`src/rtl/seq_vector_sequencer.sv`:
```
// Test-vector sequencer for the two-flop lab circuit: stores A/B stimulus with
// expected Y/Z, resets the circuit, steps it once per vector and tallies mismatches.
//
// state | meaning
// IDLE  | waiting; buffer writable
// RSTD  | holding circuit reset for RST_CYCLES
// APPLY | driving A/B of the current vector
// WAIT1 | settle after input change
// STEP  | one-cycle clock enable to circuit flops
// WAIT2 | settle after step
// CHECK | compare sampled Y/Z against expectation
// FIN   | run complete; results held, buffer writable
module seq_vector_sequencer #(
  parameter int DEPTH      = 8,
  parameter int AW         = 3,
  parameter int RST_CYCLES = 2,
  parameter int SETTLE     = 3
) (
  input  logic          CLK,
  input  logic          RST,
  input  logic          WR_EN,
  input  logic [3:0]    WR_DATA,
  input  logic          BUF_CLR,
  input  logic          START,
  input  logic          DUT_Y,
  input  logic          DUT_Z,
  output logic          DUT_RST,
  output logic          DUT_A,
  output logic          DUT_B,
  output logic          DUT_STEP,
  output logic          BUSY,
  output logic          DONE,
  output logic [AW:0]   COUNT,
  output logic          FULL,
  output logic [AW:0]   ERR_CNT,
  output logic [AW-1:0] FIRST_ERR
);

  localparam int TMAX = (RST_CYCLES > SETTLE) ? RST_CYCLES : SETTLE;
  localparam int TW   = $clog2(TMAX + 1);
  localparam logic [TW-1:0] RST_LOAD = TW'(RST_CYCLES - 1);
  localparam logic [TW-1:0] SET_LOAD = TW'(SETTLE - 1);
  localparam logic [AW:0]   FULL_CNT = (AW+1)'(DEPTH);

  typedef enum logic [2:0] {
    S_IDLE, S_RSTD, S_APPLY, S_WAIT1, S_STEP, S_WAIT2, S_CHECK, S_FIN
  } state_t;

  state_t          state_q, state_d;
  logic [3:0]      mem [DEPTH];
  logic [TW-1:0]   cnt_q, cnt_d;
  logic [AW-1:0]   idx_q, idx_d, idx_inc, ferr_q, ferr_d;
  logic [AW:0]     count_q, count_d, err_q, err_d;
  logic            rst_q, rst_d, a_q, a_d, b_q, b_d, step_q, step_d;
  logic            busy_q, busy_d, done_q, done_d, full_q;
  logic            y_q, z_q, wr_go, mismatch, last_vec;
  logic [3:0]      cur_vec, nxt_vec, first_vec;

  assign idx_inc   = idx_q + AW'(1);
  assign cur_vec   = mem[idx_q];
  assign nxt_vec   = mem[idx_inc];
  assign first_vec = mem[0];
  assign mismatch  = {y_q, z_q} != cur_vec[1:0];
  assign last_vec  = {1'b0, idx_q} == count_q - (AW+1)'(1);

  always_comb begin
    state_d = state_q;
    cnt_d   = cnt_q;
    idx_d   = idx_q;
    count_d = count_q;
    err_d   = err_q;
    ferr_d  = ferr_q;
    rst_d   = 1'b0;
    a_d     = a_q;
    b_d     = b_q;
    step_d  = 1'b0;
    busy_d  = busy_q;
    done_d  = done_q;
    wr_go   = 1'b0;
    case (state_q)
      S_IDLE, S_FIN: begin
        // FIN entered straight from START on an empty buffer still shows BUSY for a cycle
        if (state_q == S_FIN) begin
          busy_d = 1'b0;
          done_d = 1'b1;
        end
        if (!busy_q) begin
          if (START) begin
            err_d  = '0;
            ferr_d = '0;
            done_d = 1'b0;
            idx_d  = '0;
            busy_d = 1'b1;
            if (count_q == '0) begin
              state_d = S_FIN;
            end else begin
              state_d = S_RSTD;
              cnt_d   = RST_LOAD;
              rst_d   = 1'b1;
              a_d     = 1'b0;
              b_d     = 1'b0;
            end
          end else if (BUF_CLR) begin
            count_d = '0;
            state_d = S_IDLE;
          end else if (WR_EN && count_q != FULL_CNT) begin
            wr_go   = 1'b1;
            count_d = count_q + (AW+1)'(1);
          end
        end
      end
      S_RSTD: begin
        if (cnt_q == '0) begin
          state_d = S_APPLY;
          a_d     = first_vec[3];
          b_d     = first_vec[2];
        end else begin
          cnt_d = cnt_q - TW'(1);
          rst_d = 1'b1;
        end
      end
      S_APPLY: begin
        state_d = S_WAIT1;
        cnt_d   = SET_LOAD;
      end
      S_WAIT1: begin
        if (cnt_q == '0) begin
          state_d = S_STEP;
          step_d  = 1'b1;
        end else begin
          cnt_d = cnt_q - TW'(1);
        end
      end
      S_STEP: begin
        state_d = S_WAIT2;
        cnt_d   = SET_LOAD;
      end
      S_WAIT2: begin
        if (cnt_q == '0) state_d = S_CHECK;
        else             cnt_d   = cnt_q - TW'(1);
      end
      S_CHECK: begin
        if (mismatch) begin
          if (err_q == '0)      ferr_d = idx_q;
          if (err_q != FULL_CNT) err_d = err_q + (AW+1)'(1);
        end
        if (last_vec) begin
          state_d = S_FIN;
          busy_d  = 1'b0;
          done_d  = 1'b1;
        end else begin
          idx_d   = idx_inc;
          state_d = S_APPLY;
          a_d     = nxt_vec[3];
          b_d     = nxt_vec[2];
        end
      end
      default: state_d = S_IDLE;
    endcase
  end

  always_ff @(posedge CLK) begin
    if (RST) begin
      state_q <= S_IDLE;
      cnt_q   <= '0;
      idx_q   <= '0;
      count_q <= '0;
      err_q   <= '0;
      ferr_q  <= '0;
      rst_q   <= 1'b0;
      a_q     <= 1'b0;
      b_q     <= 1'b0;
      step_q  <= 1'b0;
      busy_q  <= 1'b0;
      done_q  <= 1'b0;
      full_q  <= 1'b0;
      y_q     <= 1'b0;
      z_q     <= 1'b0;
    end else begin
      state_q <= state_d;
      cnt_q   <= cnt_d;
      idx_q   <= idx_d;
      count_q <= count_d;
      err_q   <= err_d;
      ferr_q  <= ferr_d;
      rst_q   <= rst_d;
      a_q     <= a_d;
      b_q     <= b_d;
      step_q  <= step_d;
      busy_q  <= busy_d;
      done_q  <= done_d;
      full_q  <= count_d == FULL_CNT;
      y_q     <= DUT_Y;
      z_q     <= DUT_Z;
    end
  end

  // Vector storage has no reset so it can map onto plain RAM
  always_ff @(posedge CLK) begin
    if (wr_go) mem[count_q[AW-1:0]] <= WR_DATA;
  end

  assign DUT_RST   = rst_q;
  assign DUT_A     = a_q;
  assign DUT_B     = b_q;
  assign DUT_STEP  = step_q;
  assign BUSY      = busy_q;
  assign DONE      = done_q;
  assign COUNT     = count_q;
  assign FULL      = full_q;
  assign ERR_CNT   = err_q;
  assign FIRST_ERR = ferr_q;

endmodule

```
`config.mk`:
```
export PLATFORM = sky130hd
export DESIGN_NAME = seq_vector_sequencer
export DESIGN_NICKNAME = d
export VERILOG_FILES = /design/src/rtl/seq_vector_sequencer.sv
export SDC_FILE = /design/constraint.sdc
export NUM_CORES = 1
export LEC_CHECK = 0
export ABC_AREA = 1
export CAP_MARGIN = 20
export CORE_MARGIN = 2
export CORE_UTILIZATION = 57
export CTS_CLUSTER_DIAMETER = 30
export DETAILED_ROUTE_END_ITERATION = 12
export GPL_TIMING_DRIVEN = 0
export PLACE_DENSITY = 0.79
export SETUP_SLACK_MARGIN = 0.5
export SKIP_LAST_GASP = 1
export SLEW_MARGIN = 20
export SYNTH_ARGS = -nofsm -noshare
export SYNTH_HDL_FRONTEND = slang
export SYNTH_SLANG_ARGS = --single-unit
```
`constraint.sdc`:
```
create_clock -name CLK -period 2.62 [get_ports CLK]
set_input_delay 0.524 -clock CLK [delete_from_list [all_inputs] [get_ports CLK]]
set_output_delay 0.524 -clock CLK [all_outputs]
set_load 0.01 [all_outputs]
```
==> flow_summary.json, run 1 <==
{
  "status": "finished, final reports clean",
  "coreArea_um2": 5200,
  "setup_viol": 0,
  "cts_tree": "done",
  "antenna_cells": 0,
  "ys.warnings.count": 0,
  "synth_nets": 396,
  "ir_drop_mv": 0.585,
  "cp_slowest_stage_delay_ns": 0.39,
  "fmax_mhz": 461,
  "fin_ws_ns": 0.450,
  "synth_edf_count": 32,
  "drt_first_iter_violations": 193,
  "numCtsBuffers": 9,
  "required_ns": 2.63,
  "multiInputGateArea_um2": 1360,
  "start_util_pct": 60.0,
  "p_per_area_nw_per_um2": 925,
  "grt_start_max_net_pins": 12,
  "ys_async_sr_fraction_pct": 0,
  "path_clk_slew_ns": 0.07,
  "period_share_pct": 82.8,
  "die-height_um": 78.0,
  "grt_pass1_vias": 2414,
  "cap_violations": 0,
  "dr.pass1.iters": 5,
  "wl_per_cell_um": 14.7,
  "synth_flop_cell": "edfxtp_1",
  "final_net_count": 442,
  "layout_commonest_cell": "nand2_1",
  "cp_data_arrival_time_ns": 2.18,
  "track_usage_pct": 24.3,
  "h-tree-depth": 3,
  "fillCellCount": 393,
  "crit_top_cell": "nor3_4",
  "drt_wl_total_um": 7350,
  "path_max_fanout": 6,
  "utilization_pct": 74.1,
  "clkSinkCount": 63,
  "hold_buffers": 0,
  "final_cell_mix": "nand2_1, inv_1, nor2_1",
  "setup_tns_ns": 0,
  "clk_latency_ns": 0.34,
  "period_minus_slack_ns": 2.17,
  "finClkSkew_ns": 0.00839,
  "vias": 2725,
  "rsz0062_at_grt": "false",
  "dpl.hpwl_um": 4830,
  "drive_gt1_share_pct": 14.7,
  "grt_first_pass_wirelength_um": 11400,
  "avgSynthCellArea_um2": 8.26,
  "worst_pin_slew_ns": 0.574,
  "yosysSeqAreaShare_pct": 50.7,
  "syn_to_final_growth_pct": 23.7,
  "worstSetupStartpointType": "flip-flop",
  "clockBufferDepth": 2,
  "ys_seq_elements": 63,
  "drt-vias-per-instance": 5.46,
  "ant_nets": 0,
  "p_leak_nw": 1.62,
  "port_buffers": 28,
  "critPathCaptureType": "flip-flop",
  "place.gp.congestion": 0.879,
  "pin_count": 29,
  "cpMaxStageDelayCell": "dfxtp_4",
  "hp-class": "flip-flop to flip-flop",
  "crit_type": "flip-flop to flip-flop",
  "path_buf_inv": 1,
  "finalHoldViolCount": 0,
  "syn_area_um2": 3120,
  "pre_cts_ws_ns": 0.0695,
  "slew_violations": 0,
  "synth.distinct_cells": 34,
  "maxSlewHeadroom_pct": 61.8,
  "r2r_setup_slack_ns": 0.45,
  "rows": 26,
  "cts_root_buf": "clkbuf_8",
  "die-width_um": 78.0,
  "final-seq-area_um2": 1590,
  "critPathTopFamily": "simple AND/OR/NAND/NOR gates",
  "syn_inst": 378,
  "crit_chain": "clkinvlp_4, ha_1, nand3_1, nand2_2, nor3_4, nand2_4, nor3_4",
  "overflow": 0,
  "drc": 0,
  "die-area_um2": 6080,
  "holdWs_ns": 0.473,
  "antenna_found_initial": 0
}
state kept, by name, summed over array words and instances (netlist names), 2 cells and up, named ones only:
name and flops:
state_q 3, FIRST_ERR 3, mem 32, ERR_CNT 4, COUNT 4, cnt_q 2, idx_q 3
synthesized netlist by cell type (4+ instances only):
master | n | area [um^2]
dfxtp_1 | 31 | 621
nor2_2 | 5 | 31.3
edfxtp_1 | 32 | 961
nand3_1 | 27 | 135
nor2_1 | 41 | 154
inv_2 | 6 | 22.5
nor3_1 | 8 | 40.0
o211ai_1 | 4 | 30.0
nand2_1 | 75 | 282
xnor2_1 | 4 | 35.0
xor2_1 | 4 | 35.0
inv_1 | 56 | 210
o21ai_0 | 25 | 125
a21oi_1 | 18 | 90.1
ha_1 | 7 | 87.6
logic make-up (layout without fill, tap and decap cells):
logic type                 count (synthesis)  after routing  synth area share [%]
AOI/OAI and AO/OA                         62             62                  11.6
xor gates and xnor gates                   8              8                  2.25
adders and majority gates                  7              7                  2.81
buffers and inverters                     70            121                  9.10
DFF                                       63             63                  50.7
and+or+nand+nor                          168            168                  23.6
path summary, 6_finish.rpt:
kind / endpoint / cells past startpoint / from
worst max-delay path: mem[5][1]$_DFFE_PP_ / 7 / COUNT[0]$_SDFF_PP0_
worst min-delay path: cnt_q[1]$_SDFFE_PP0P_ / 2 / cnt_q[1]$_SDFFE_PP0P_
worst max register to register: mem[5][1]$_DFFE_PP_ / 7 / COUNT[0]$_SDFF_PP0_
worst min register to register: cnt_q[1]$_SDFFE_PP0P_ / 2 / cnt_q[1]$_SDFFE_PP0P_
repair_timing:
action	4_1_cts	5_1_grt
setup endpoints to repair	23	38
gates resized for setup	8	20
setup buffers	0	7
hold endpoints to repair	0	0
pin swaps	0	4
tightest hold or removal path, stage by stage (launching register included):
cell and delay (ns):
dfxtp_1 0.30, inv_1 0.06, a21oi_1 0.06
stage by stage:
step	power (mW)	cells	instance area, um^2
floorplan	2.22	378	3120
global placement	2.59	476	3490
detailed placement	2.64	476	3490
CTS	3.51	492	3720
global route	3.79	499	3860
finish	3.57	499	3860
final cells by class:
type	count	share of cell area (%)
clock inverters	3	1.10
flip-flops and latches	63	41.2
well taps	70	2.27
plain buffers	8	1.33
inverters	62	6.23
clock buffers	13	4.12
repair buffers	35	8.63
multi-input cells	245	35.1
power breakdown:
| group | internal [mW] | total, mW | switching, mW |
|---|---|---|---|
| Sequential | 1.18 | 1.32 | 0.142 |
| Clock | 0.491 | 0.860 | 0.370 |
| Combinational | 0.569 | 1.39 | 0.819 |
per-layer routing:
metal,routed length (um),GRT usage [%]
met5,0,0
met4,129,9.30
met3,568,5.58
met2,3620,38.8
met1,3030,32.2
Note: power is estimated with default switching activity, not from simulation.
==> run 2, diff against run 1 <==
==> constraint.sdc (replaced) <==
create_clock -name CLK -period 2.1 [get_ports CLK]
set_input_delay 0.42 -clock CLK [delete_from_list [all_inputs] [get_ports CLK]]
set_output_delay 0.42 -clock CLK [all_outputs]
set_load 0.01 [all_outputs]
==> run 2 against run 1 <==
Against the previous run: global-route usage rose by 1.6 points; critical endpoint is now state_q[1]$_SDFFE_PP0P_; clock skew rose by 0.0060 ns; highest routed layer unchanged; wire length rose by 18%; count of clock-buffer cells in the layout fell by 3; sequential cell count did not move; sequential power rose by 27%; power rose by 36%; hold slack got worse by 0.0022 ns; cell count rose by 4.2%; first-iteration DRC count rose by 30%.
==> flow_summary.json, run 2 (synthesis gave the netlist of run 1 again) <==
{
  "fmax_mhz": 542,
  "drt_first_iter_violations": 250,
  "hp-start": "cnt_q[1]$_SDFFE_PP0P_",
  "critPathCaptureType": "flip-flop",
  "die-area_um2": 6080,
  "die-height_um": 78.0,
  "pin_count": 29,
  "path_clk_slew_ns": 0.07,
  "internal-power_mw": 2.92,
  "p_leak_nw": 1.86,
  "ant_nets": 0,
  "layout.cells.non_filler": 520,
  "antenna_cells": 0,
  "period_share_pct": 87.8,
  "worstSetupStartpointType": "input port",
  "port_buffers": 28,
  "power_frac_seq_pct": 34.5,
  "p_sw_mw": 1.93,
  "drt_wl_total_um": 8670,
  "antenna_found_initial": 0,
  "overflow": 0,
  "rsz0062_at_grt": "true",
  "dp_cells": 476,
  "clkSinkCount": 63,
  "hp-class": "flip-flop to flip-flop",
  "clk_latency_ns": 0.35,
  "worst_pin_slew_ns": 0.641,
  "h-tree-depth": 3,
  "path_buf_inv": 4,
  "cp_data_arrival_time_ns": 2.08,
  "dpl.hpwl_um": 4760,
  "wl_per_cell_um": 16.7,
  "largest_register_ffs": 32,
  "r2r_setup_slack_ns": 0.27,
  "min_to": "cnt_q[1]$_SDFFE_PP0P_",
  "drt-vias-per-instance": 5.74,
  "drc": 0,
  "dr.pass1.iters": 6,
  "pwr-share-comb_pct": 44.2,
  "grt_first_pass_wirelength_um": 12100,
  "cp_slowest_stage_delay_ns": 0.60,
  "coreArea_um2": 5200,
  "crit_chain": "clkdlybuf4s50_1, inv_2, nand3_4, buf_4, buf_4, nand2_1, nor2_4, o21ai_1, a41oi_1",
  "drive_gt1_share_pct": 28.7,
  "track_usage_pct": 25.9,
  "vias": 2986,
  "maxSlewHeadroom_pct": 57.3,
  "die-width_um": 78.0,
  "required_ns": 2.34,
  "p_per_area_nw_per_um2": 1140,
  "path_max_fanout": 6,
  "hold_buffers": 0,
  "grt_start_max_net_pins": 12,
  "cap_violations": 0,
  "holdWs_ns": 0.470,
  "finalHoldViolCount": 0,
  "start_util_pct": 60.0,
  "finalPower_mw": 4.84,
  "clock_power_share_pct": 21.3,
  "finClkSkew_ns": 0.0144,
  "cpMaxStageDelayCell": "clkdlybuf4s50_1",
  "rows": 26,
  "clockBufferDepth": 2,
  "r2r-end": "mem[5][1]$_DFFE_PP_",
  "crit_type": "input port to flip-flop",
  "sw_frac_of_total_pct": 39.8,
  "status": "finished, final reports clean",
  "layout_commonest_cell": "nand2_1",
  "ir_drop_mv": 1.30,
  "period_minus_slack_ns": 1.84,
  "r2r_start": "state_q[1]$_SDFFE_PP0P_",
  "hold_depth": 2,
  "critPathTopFamily": "buffers and inverters",
  "grt_pass1_vias": 2656,
  "numCtsBuffers": 9,
  "crit_top_cell": "buf_4",
  "cts_root_buf": "clkbuf_8",
  "cts_tree": "done",
  "reg2reg_depth": 8,
  "slew_violations": 0,
  "setup_viol": 0,
  "final_net_count": 463,
  "final_cell_mix": "nand2_1, inv_1, nor2_1",
  "syn_to_final_growth_pct": 35.6,
  "place.gp.congestion": 0.834
}
## run 2: cell types whose count changed in the layout (fill, tap and decap cells not counted), moves of 4 or more
cell	change
buf_4	+21
clkdlybuf4s50_1	-18
dfxtp_1	-7
dfxtp_4	+4
dlygate4sd2_1	+17
inv_1	-5
nand2_1	-8
nand2_2	+6
nand3_1	-10
nand3_2	+7
nor2_4	+5
## run 2: tightest hold or removal path: cells and delay by family (launching register included)
kind | cells | cell delay, ns
compound gates | 1 | 0.06
buf+inv | 1 | 0.06
flops | 1 | 0.30
## run 2: cell type report
cell class                 instances  area [um^2]
buffer                             8         66.3
clock buffer                      10          128
clock inverter                     6         61.3
fill                             318          973
inverter                          62          251
multi-input combinational        245         1560
sequential                        63         1610
tap                               70         87.6
timing repair buffer              56          472
## run 2: metal layers
layer | global-route usage (%) | wire length (um) | up-vias
met5 | 0 | 0 | -
met4 | 11.9 | 453 | 0
met3 | 6.40 | 736 | 41
met2 | 42.9 | 4260 | 168
met1 | 31.8 | 3210 | 1389
li1 | - | - | 1388
## run 2: power by group through the flow
stage                     combinational, mW  clock [mW]  sequential, mW
after floorplan                        1.12           0            1.70
after global placement                 1.62           0            1.66
after detailed placement               1.66           0            1.67
after CTS                              1.81        1.01            1.66
after global routing                   2.33        1.09            1.69
final                                  2.14        1.03            1.67
## run 2: stage by stage
stage | setup TNS, ns | setup slack, ns | area [um^2] | util (%)
final | 0 | 0.256 | 4230 | 81.3
after global routing | 0 | 0.241 | 4230 | 81.3
after CTS | 0 | 0.381 | 4010 | 77.0
after detailed placement | -3.54 | -0.250 | 3570 | 68.6
after global placement | -2.88 | -0.232 | 3570 | 68.6
after floorplan | 0 | 0.442 | 3200 | -
## run 2: worst max path at each step
| stage | startpoint | end | cells after the start |
|---|---|---|---|
| 2_1_floorplan | state_q[0]$_SDFFE_PP0P_ | mem[5][0]$_DFFE_PP_ | 8 |
| 3_3_place_gp | START | mem[4][1]$_DFFE_PP_ | 6 |
| 3_5_place_dp | START | mem[6][1]$_DFFE_PP_ | 6 |
| 4_1_cts | state_q[1]$_SDFFE_PP0P_ | mem[4][0]$_DFFE_PP_ | 8 |
| 5_1_grt | state_q[1]$_SDFFE_PP0P_ | mem[5][0]$_DFFE_PP_ | 8 |
| 6_report | BUF_CLR | state_q[1]$_SDFFE_PP0P_ | 9 |
## run 2: repair_timing
| item | 4_1_cts | 5_1_grt |
|---|---|---|
| pin swaps | 10 | 17 |
| setup endpoints to repair | 71 | 60 |
| resized for setup | 54 | 39 |
| buffers inserted | 17 | 11 |
